<file path="config.mk">
export PLATFORM = sky130hd
export DESIGN_NAME = hex_parser
export DESIGN_NICKNAME = d
export VERILOG_FILES = /design/src/rtl/hex_parser_pkg.sv /design/src/rtl/ascii_to_binary_hex.sv /design/src/rtl/hex_parser.sv
export SDC_FILE = /design/constraint.sdc
export NUM_CORES = 1
export LEC_CHECK = 0
export ABC_AREA = 0
export CAP_MARGIN = 20
export CELL_PAD_IN_SITES_DETAIL_PLACEMENT = 1
export CELL_PAD_IN_SITES_GLOBAL_PLACEMENT = 1
export CORE_MARGIN = 5
export CORE_UTILIZATION = 40
export DETAILED_ROUTE_END_ITERATION = 10
export GPL_ROUTABILITY_DRIVEN = 0
export PLACE_DENSITY = 0.76
export SLEW_MARGIN = 30
export SYNTH_ARGS = -nofsm -noshare
export SYNTH_HDL_FRONTEND = slang
export SYNTH_SLANG_ARGS = --single-unit
export TNS_END_PERCENT = 50
</file>
<file path="constraint.sdc">
create_clock -name clk -period 2.1 [get_ports clk]
set_clock_uncertainty 0.05 [all_clocks]
set_input_delay 0.42 -clock clk [delete_from_list [all_inputs] [get_ports clk]]
set_output_delay 0.42 -clock clk [all_outputs]
set_load 0.02 [all_outputs]
</file>
<file path="src/rtl/hex_parser_pkg.sv">
// Shared constants for the ASCII hex parser: character codes, FSM state encoding, error causes.
// Imported by the parser top and its character-decoder sub-module.
package hex_parser_pkg;

  localparam logic [7:0] CHAR_CR  = 8'h0D;
  localparam logic [7:0] CHAR_LF  = 8'h0A;
  localparam logic [7:0] CHAR_ESC = 8'h1B;
  localparam logic [7:0] CHAR_0   = 8'h30;
  localparam logic [7:0] CHAR_9   = 8'h39;
  localparam logic [7:0] CHAR_A   = 8'h41;
  localparam logic [7:0] CHAR_F   = 8'h46;
  localparam logic [7:0] CHAR_a   = 8'h61;
  localparam logic [7:0] CHAR_f   = 8'h66;
  localparam logic [7:0] CHAR_x   = 8'h78;
  localparam logic [7:0] CHAR_X   = 8'h58;

  typedef logic [1:0] state_t;
  localparam state_t ST_IDLE    = 2'd0;
  localparam state_t ST_ZERO    = 2'd1;
  localparam state_t ST_ACCUM   = 2'd2;
  localparam state_t ST_DISCARD = 2'd3;

  localparam logic [1:0] ERR_NONE     = 2'd0;
  localparam logic [1:0] ERR_INVALID  = 2'd1;
  localparam logic [1:0] ERR_OVERFLOW = 2'd2;
  localparam logic [1:0] ERR_EMPTY    = 2'd3;

endpackage

</file>
<file path="src/rtl/ascii_to_binary_hex.sv">
// Combinational ASCII -> hex nibble decoder, inverse of binary_to_ascii_hex; zero latency, no flow control.
// nibble is 0 whenever is_hex is low.
module ascii_to_binary_hex
  import hex_parser_pkg::*;
(
  input  logic [7:0] char_in,
  output logic       is_hex,
  output logic [3:0] nibble
);

  logic is_digit;
  logic is_upper;
  logic is_lower;

  assign is_digit = (char_in >= CHAR_0) && (char_in <= CHAR_9);
  assign is_upper = (char_in >= CHAR_A) && (char_in <= CHAR_F);
  assign is_lower = (char_in >= CHAR_a) && (char_in <= CHAR_f);
  assign is_hex   = is_digit || is_upper || is_lower;

  // Letters 'A'/'a' have low nibble 1, so adding 9 lands on 10.
  always_comb begin
    nibble = 4'd0;
    if (is_digit) begin
      nibble = char_in[3:0];
    end else if (is_upper || is_lower) begin
      nibble = char_in[3:0] + 4'd9;
    end
  end

endmodule

</file>
<file path="src/rtl/hex_parser.sv">
// Parses a CR/LF-terminated ASCII hex number (optional 0x prefix) into a 32-bit value.
// Result or error pulses 1 cycle after the terminator; one char per cycle, no backpressure.
module hex_parser
  import hex_parser_pkg::*;
#(
  parameter int MAX_DIGITS = 8
) (
  input  logic        clk,
  input  logic        rst_n,
  input  logic [7:0]  char_in,
  input  logic        char_valid,
  output logic [31:0] number_out,
  output logic        number_valid,
  output logic [3:0]  digit_count,
  output logic        error,
  output logic [1:0]  err_code,
  output logic        busy
);

  state_t      state_q, state_d;
  logic [31:0] acc_q, acc_d;
  logic [3:0]  count_q, count_d;
  logic        prefix_q, prefix_d;
  logic [31:0] num_q, num_d;
  logic [3:0]  dcnt_q, dcnt_d;
  logic        nvld_q, nvld_d;
  logic        err_q, err_d;
  logic [1:0]  ecode_q, ecode_d;

  logic        is_hex;
  logic [3:0]  nibble;
  logic        is_term, is_esc, is_x, at_max;

  ascii_to_binary_hex u_dec (
    .char_in (char_in),
    .is_hex  (is_hex),
    .nibble  (nibble)
  );

  assign is_term = (char_in == CHAR_CR) || (char_in == CHAR_LF);
  assign is_esc  = (char_in == CHAR_ESC);
  assign is_x    = (char_in == CHAR_x) || (char_in == CHAR_X);
  assign at_max  = (count_q == 4'(MAX_DIGITS));

  always_ff @(posedge clk or negedge rst_n) begin
    if (!rst_n) begin
      state_q  <= ST_IDLE;
      acc_q    <= '0;
      count_q  <= '0;
      prefix_q <= 1'b0;
      num_q    <= '0;
      dcnt_q   <= '0;
      nvld_q   <= 1'b0;
      err_q    <= 1'b0;
      ecode_q  <= ERR_NONE;
    end else begin
      state_q  <= state_d;
      acc_q    <= acc_d;
      count_q  <= count_d;
      prefix_q <= prefix_d;
      num_q    <= num_d;
      dcnt_q   <= dcnt_d;
      nvld_q   <= nvld_d;
      err_q    <= err_d;
      ecode_q  <= ecode_d;
    end
  end

  always_comb begin
    state_d = state_q;
    if (char_valid) begin
      if (is_esc) begin
        state_d = ST_IDLE;
      end else begin
        case (state_q)
          ST_IDLE: begin
            if (is_hex)        state_d = (nibble == 4'd0) ? ST_ZERO : ST_ACCUM;
            else if (!is_term) state_d = ST_DISCARD;
          end
          ST_ZERO, ST_ACCUM: begin
            if (is_hex)                            state_d = at_max ? ST_DISCARD : ST_ACCUM;
            else if (is_term)                      state_d = ST_IDLE;
            else if (is_x && state_q == ST_ZERO)   state_d = ST_ACCUM;
            else                                   state_d = ST_DISCARD;
          end
          default: begin
            if (is_term) state_d = ST_IDLE;
          end
        endcase
      end
    end
  end

  // Datapath and registered-output next values; the partial number is cleared on every exit path.
  always_comb begin
    acc_d    = acc_q;
    count_d  = count_q;
    prefix_d = prefix_q;
    num_d    = num_q;
    dcnt_d   = dcnt_q;
    nvld_d   = 1'b0;
    err_d    = 1'b0;
    ecode_d  = ecode_q;
    if (char_valid) begin
      if (is_esc) begin
        acc_d    = '0;
        count_d  = '0;
        prefix_d = 1'b0;
      end else begin
        case (state_q)
          ST_IDLE: begin
            if (is_hex) begin
              acc_d    = {28'd0, nibble};
              count_d  = 4'd1;
              prefix_d = 1'b0;
            end else if (!is_term) begin
              err_d   = 1'b1;
              ecode_d = ERR_INVALID;
            end
          end
          ST_ZERO, ST_ACCUM: begin
            if (is_hex && !at_max) begin
              acc_d   = {acc_q[27:0], nibble};
              count_d = count_q + 4'd1;
            end else if (is_x && state_q == ST_ZERO) begin
              acc_d    = '0;
              count_d  = '0;
              prefix_d = 1'b1;
            end else begin
              acc_d    = '0;
              count_d  = '0;
              prefix_d = 1'b0;
              if (is_term && count_q != 4'd0) begin
                num_d  = acc_q;
                dcnt_d = count_q;
                nvld_d = 1'b1;
              end else begin
                err_d = 1'b1;
                if (is_hex)       ecode_d = ERR_OVERFLOW;
                else if (is_term) ecode_d = prefix_q ? ERR_EMPTY : ERR_INVALID;
                else              ecode_d = ERR_INVALID;
              end
            end
          end
          default: ;
        endcase
      end
    end
  end

  always_comb begin
    number_out   = num_q;
    number_valid = nvld_q;
    digit_count  = dcnt_q;
    error        = err_q;
    err_code     = ecode_q;
    busy         = (state_q != ST_IDLE);
  end

endmodule

</file>
==> flow_metrics.py, run 1 <==
metrics = {
    "yosys": {
        "syn-cell-area_um2": 3580,
        "synth_ff_type": "dfrtp_1",
        "ys_warn_count": 0,
        "synth_area_leaders": "dfrtp_1 55%, mux2_4 13%, a22o_1 7.3%",
        "synth_nets": 287,
        "yosys.area.top_type": "dfrtp_1",
        "yosysSeqAreaShare": 0.553,
        "ys_types": 46,
        "synth_top_area_share": 0.553,
        "yosys_register_bits": 79,
        "postSynthCellCount": 266,
        "synth.avg_cell_area_um2": 13.4,
        "synth-edff-count": 0,
        "synth-async-reset-ratio": 1.00,
    },
    "clock_tree": {
        "path_clk_slew_ps": 90,
        "htreeDepth": 3,
        "tritoncts": "built",
        "clock_path_buffers": 2,
        "clkLatencyLatePin_ps": 360,
        "cts-buffers-inserted": 9,
        "root_buffer": "clkbuf_8",
        "clkSinkCount": 79,
    },
    "placement": {
        "portBuffers": 51,
        "pre_cts_ws_ps": -948,
        "dp_hpwl_um": 5990,
    },
    "grt": {
        "gr-total-overflow": 0,
        "grt_max_degree": 48,
        "grt_pass1_vias": 2817,
        "grtUsageTotal": 0.170,
        "antenna_found_initial": 0,
        "grt_pass1_wl_um": 14900,
    },
    "route": {
        "drt-wirelength-per-cell_um": 19.5,
        "ant_nets": 0,
        "vias": 2601,
        "drc": 0,
        "wl_um": 9380,
        "drt_first_pass_iters": 4,
        "drt_iter0_drc": 109,
        "post_drt_via_cell_ratio": 5.41,
    },
    "hold_path": {
        "worstHoldStart": "err_code[1]",
        "hp-class": "flip-flop to flip-flop",
        "holdPathStages": 1,
        "hold_end": "err_code[1]",
    },
    "timing": {
        "slew_headroom": 0.709,
        "period_share": 0.984,
        "fin_ws_ps": 33.5,
        "grt_setup_unrepaired": "yes",
        "setup_viol": 0,
        "hold_ws_ps": 457,
        "slew_viol_final": 0,
        "hold_viol_final": 0,
        "max_freq_ghz": 0.484,
        "tightest_slew_ps": 437,
        "period_needed_ps": 2070,
    },
    "finish": {
        "layout_common_cells": "79 x dfrtp_1, 43 x buf_4, 41 x clkdlybuf4s50_1",
        "area_growth_pct": 39.6,
        "final_common_cell": "dfrtp_1",
        "final_util": 0.573,
        "fillers": 866,
        "finalNetCount": 389,
        "diodes": 0,
        "drive_gt1_frac": 0.370,
    },
    "run": {
        "cap_violations": 0,
    },
    "pwr": {
        "leakage_nw": 2.30,
        "power_density_nw_per_um2": 817,
        "finalPower_w": 0.00408,
        "ir_worst_vdd_mv": 0.432,
    },
    "worst_setup_path": {
        "r2r_start": "state_q[0]",
        "r2r_end": "digit_count[2]",
        "cp-end-kind": "flip-flop",
        "rrSetupSlack_ps": 100,
        "reg2reg_depth": 8,
        "cp_max_fo": 5,
        "worstPathArrival_ps": 2260,
        "crit_type": "primary input to flip-flop",
        "setup.worst_path.start_class": "primary input",
        "cp.required_ps": 2290,
    },
    "run_status": {
        "status": "complete, no violations",
    },
    "floorplan": {
        "num_rows": 34,
        "die_w_um": 105,
        "die_h_um": 105,
        "design.core.area_um2": 8720,
        "dieArea_um2": 10900,
        "initial_utilization": 0.410,
        "num_io_pins": 52,
    },
}
## registers in the layout (all words and copies together) (netlist names)
name,count
count_q,4
prefix_q,1
number_out,32
err_code,2
digit_count,4
state_q,2
acc_q,32
error,1
number_valid,1
## report_power, final
part	leakage [nW]	total, W	internal, W	switching [W]
combinational	1.12	0.00135	0.000580	0.000771
clock	0.0910	0.00109	0.000478	0.000609
sequential	1.09	0.00164	0.00159	0.0000474
total	2.30	0.00408	0.00265	0.00143
## through the flow
stage                     instance area [um^2]  setup TNS, ps  cells
after floorplan                           3650          -9250    266
after global placement                    4510         -61170    449
after detailed placement                  4510         -65110    449
after CTS                                 4890              0    477
after global routing                      4990          -60.2    481
final                                     4990              0    481
## metal layers
| layer | track usage | up-vias | wire length [um] |
|---|---|---|---|
| met4 | 0.0472 | 0 | 121 |
| met5 | 0 | - | 0 |
| met2 | 0.289 | 57 | 4880 |
| met3 | 0.0413 | 9 | 329 |
| li1 | - | 1188 | - |
| met1 | 0.215 | 1347 | 4050 |
## repair_timing
action | 4_1_cts | 5_1_grt
pin swaps | 7 | 6
gates resized for setup | 31 | 22
setup endpoints to repair | 79 | 32
hold buffers | 1 | 0
endpoints found under the hold margin | 32 | 0
buffers inserted | 9 | 4
cloned | 2 | 1
## Yosys cell counts, types with 2 or more instances
master and count:
dfrtp_1 79, a22o_1 30, mux2_4 30, nand2_1 14, ha_1 10, inv_1 10, nor2_1 9, o21ai_0 9
a21oi_1 7, buf_2 7, mux2_2 7, nand3_1 5, buf_6 4, nor3_1 3, a21o_1 2, a21oi_2 2
clkbuf_1 2, mux2i_1 2, nand4_1 2, nor3b_1 2, o22ai_1 2, o2bb2ai_1 2, o31ai_1 2, o41ai_1 2
## layout make-up
type,instances,area [um^2],share of cell area
Clock buffer,10,138,0.0276
Multi-Input combinational cell,163,1580,0.317
Clock inverter,6,52.6,0.0105
Sequential cell,79,1980,0.396
Tap cell,108,135,0.0271
Inverter,10,52.6,0.0105
Timing Repair Buffer,105,1060,0.212
## logic make-up (layout without fill, tap and decap cells)
family / after synthesis / count (layout) / synth area share
flip-flops: 79 / 79 / 0.553
multiplexers: 39 / 39 / 0.154
adder cells (fa/ha/maj): 10 / 10 / 0.0350
AO/OA/AOI/OAI: 65 / 65 / 0.139
buffers and inverters: 24 / 131 / 0.0371
AND/OR/NAND/NOR: 49 / 49 / 0.0825
## worst max-delay path, cell delays in order
cell,delay [ps]
dlygate4sd2_1,300
nand4bb_1,250
a21oi_2,230
a21oi_2,70
a21oi_2,210
nor4_4,50
buf_6,140
buf_12,130
clkbuf_16,150
mux2_4,290
## worst max-delay path by stage
| stage | from | end | slack [ps] | cells after the start |
|---|---|---|---|---|
| global placement | char_in[1] | digit_count[1] | -870 | 10 |
| floorplan | char_in[1] | digit_count[0] | -260 | 9 |
| global route | char_in[1] | number_out[11] | -20 | 12 |
| finish | char_in[6] | number_out[11] | 30 | 10 |
| detailed placement | char_in[1] | digit_count[2] | -950 | 10 |
| CTS | char_in[0] | number_out[5] | 0.6 | 11 |
(Power assumes the default switching activity.)
==> run 2, diff against run 1 <==
--- a/config.mk
+++ b/config.mk
@@ -10,12 +10,13 @@
 export CELL_PAD_IN_SITES_DETAIL_PLACEMENT = 1
 export CELL_PAD_IN_SITES_GLOBAL_PLACEMENT = 1
 export CORE_MARGIN = 5
-export CORE_UTILIZATION = 40
+export CORE_UTILIZATION = 39
 export DETAILED_ROUTE_END_ITERATION = 10
 export GPL_ROUTABILITY_DRIVEN = 0
 export PLACE_DENSITY = 0.76
 export SLEW_MARGIN = 30
 export SYNTH_ARGS = -nofsm -noshare
 export SYNTH_HDL_FRONTEND = slang
+export SYNTH_HIERARCHICAL = 1
 export SYNTH_SLANG_ARGS = --single-unit
 export TNS_END_PERCENT = 50
==> run 2 against run 1 <==
Effect of this change:
- the flow now finishes with violations (setup timing)
- utilization increased by 6.0 points
- worst setup slack got worse by 300 ps
- worst hold slack got worse by 38 ps
- sequential power about the same
- combinational power increased by 59%
- power increased by 24%
==> flow_metrics.py, run 2 <==
metrics = {
    "clock_tree": {
        "clkSinkCount": 79,
        "cts-buffers-inserted": 9,
        "root_buffer": "clkbuf_8",
        "htreeDepth": 3,
        "clkLatencyLatePin_ps": 390,
        "tritoncts": "built",
        "clock_path_buffers": 2,
        "path_clk_slew_ps": 110,
    },
    "run_status": {
        "status": "finished, violations left",
        "violations": "setup timing",
    },
    "placement": {
        "portBuffers": 51,
        "dp_cells": 538,
        "pre_cts_ws_ps": -1080,
        "dp_hpwl_um": 6230,
    },
    "route": {
        "drc": 0,
        "drt_iter0_drc": 97,
        "wl_um": 14000,
        "ant_nets": 0,
        "met3_wirelength_um": 577,
        "drt-wirelength-per-cell_um": 23.7,
        "vias": 3151,
        "drt_first_pass_iters": 6,
        "top_layer": "met4",
        "post_drt_via_cell_ratio": 5.32,
        "met1Wirelength_um": 5200,
        "met2_length_um": 7680,
    },
    "timing": {
        "tightest_slew_ps": 384,
        "hold_viol_final": 0,
        "fin_ws_ps": -271,
        "hold_ws_ps": 419,
        "slew_headroom": 0.743,
        "slew_viol_final": 0,
        "grt_setup_unrepaired": "yes",
        "setup_viol": 77,
        "period_share": 1.13,
        "max_freq_ghz": 0.422,
        "period_needed_ps": 2370,
    },
    "yosys": {
        "yosys.area.top_type": "dfrtp_1",
        "synth-async-reset-ratio": 1.00,
        "synth_top_area_share": 0.531,
        "synth-edff-count": 0,
        "yosys.cell_count.top_type": "dfrtp_1",
        "ys_warn_count": 6,
        "syn-cell-area_um2": 3720,
        "postSynthCellCount": 330,
        "synth_ff_type": "dfrtp_1",
        "ys_types": 50,
        "yosys_register_bits": 79,
        "yosysSeqAreaShare": 0.531,
        "synth_nets": 349,
        "synth_area_leaders": "dfrtp_1 53%, mux2_4 12%, nand2_1 7.6%",
        "synth_commonest_cells": "79 x dfrtp_1, 75 x nand2_1, 40 x o21ai_0",
        "synth.avg_cell_area_um2": 11.3,
    },
    "finish": {
        "drive_gt1_frac": 0.482,
        "instances_no_fill": 592,
        "area_growth_pct": 57.7,
        "layout_common_cells": "79 x dfrtp_1, 51 x buf_4, 49 x nand2_1",
        "finalNetCount": 477,
        "final_common_cell": "dfrtp_1",
        "diodes": 0,
    },
    "floorplan": {
        "die_w_um": 108,
        "initial_utilization": 0.401,
        "die_h_um": 108,
        "num_rows": 35,
        "design.core.area_um2": 9280,
        "num_io_pins": 52,
        "dieArea_um2": 11600,
    },
    "hold_path": {
        "hp-class": "primary input to asynchronous set/reset pin",
    },
    "grt": {
        "gr-total-overflow": 0,
        "grtUsageTotal": 0.234,
        "grt_max_degree": 55,
        "grt_pass1_vias": 3623,
        "grt_pass1_wl_um": 20300,
        "antenna_found_initial": 0,
    },
    "worst_setup_path": {
        "crit_type": "primary input to flip-flop",
        "critPathSlowestCell": "nor4_4",
        "cp-end-kind": "flip-flop",
        "setup.worst_path.start_class": "primary input",
        "slowest_delay_ps": 310,
        "worstPathArrival_ps": 2590,
        "crit_chain": "buf_4 -> inv_4 -> ha_4 -> o21bai_4 -> a2111oi_4 -> or2_4 -> a21oi_4 -> nand2_2 -> nor4_4 -> buf_6 -> buf_12 -> buf_16 -> mux2_4",
        "cp_max_fo": 4,
        "cp.required_ps": 2320,
    },
    "pwr": {
        "power_density_nw_per_um2": 859,
        "ir_worst_vdd_mv": 0.730,
        "leakage_nw": 2.72,
    },
    "run": {
        "cap_violations": 0,
    },
}
run 2: cell count changes after synthesis, moves of 3 or more:
| cell | before | now |
|---|---|---|
| a21oi_1 | 7 | 3 |
| a22o_1 | 30 | 3 |
| buf_2 | 7 | 0 |
| clkbuf_1 | 2 | 12 |
| inv_1 | 10 | 13 |
| nand2_1 | 14 | 75 |
| nor3_1 | 3 | 0 |
| o21ai_0 | 9 | 40 |
run 2: critical path: cells and delay by family:
| kind | cells | cell delay (ps) |
|---|---|---|
| AOI/OAI and AO/OA | 3 | 410 |
| adders and majority gates | 1 | 170 |
| buffers and inverters | 5 | 610 |
| muxes | 1 | 310 |
| and+or+nand+nor | 3 | 660 |
run 2: through the flow:
| stage | instance area (um^2) | power [W] | util | setup TNS, ps |
|---|---|---|---|---|
| floorplan | 3760 | 0.00243 | - | -38910 |
| global route | 5870 | 0.00524 | 0.632 | -17370 |
| finish | 5870 | 0.00504 | 0.632 | -11760 |
| global placement | 4750 | 0.00303 | 0.511 | -67170 |
| CTS | 5610 | 0.00458 | 0.604 | -4830 |
| detailed placement | 4750 | 0.00307 | 0.511 | -73180 |
run 2: repair_timing:
item                       4_1_cts  5_1_grt
hold endpoints to repair        25        0
setup endpoints to repair       80       79
setup buffers                   22        9
pin swaps                       24       20
cloned                          11        2
resized for setup              119       73
hold buffers                     1        0
run 2: final cells by class:
type,instances,area [um^2]
clock buffers,9,124
inverters,13,51.3
clock inverters,7,80.1
multi-input cells,223,2030
flip-flops and latches,79,1980
fillers,931,3410
repair buffers,132,1450
well taps,129,161
run 2: kinds of logic after synthesis:
group | share of synthesized area
DFF | 0.531
AOI/OAI and AO/OA | 0.122
adders and majority gates | 0.0269
muxes | 0.147
and+or+nand+nor | 0.138
buffers and inverters | 0.0343
run 2: path summary, 6_finish.rpt:
path / start / to / cells past startpoint / slack [ps]
worst min register to register: acc_q[28] / acc_q[28] / 2 / 460
worst min-delay path: rst_n / acc_q[24] / 2 / 420
max in group asynchronous: rst_n / acc_q[23] / 3 / 960
worst max-delay path: char_in[1] / number_out[15] / 13 / -270
min in group clk: acc_q[28] / acc_q[28] / 2 / 460
worst max register to register: count_q[1] / number_out[15] / 10 / -250
run 2: per-layer routing:
metal,vias to the layer above,GRT usage
li1,1400,-
met1,1613,0.241
met2,97,0.440
met3,41,0.0468
met4,0,0.126
met5,-,0
run 2: where the power goes:
part	internal (W)	switching [W]
clock network	0.000564	0.000668
registers	0.00160	0.0000592
logic	0.000973	0.00117
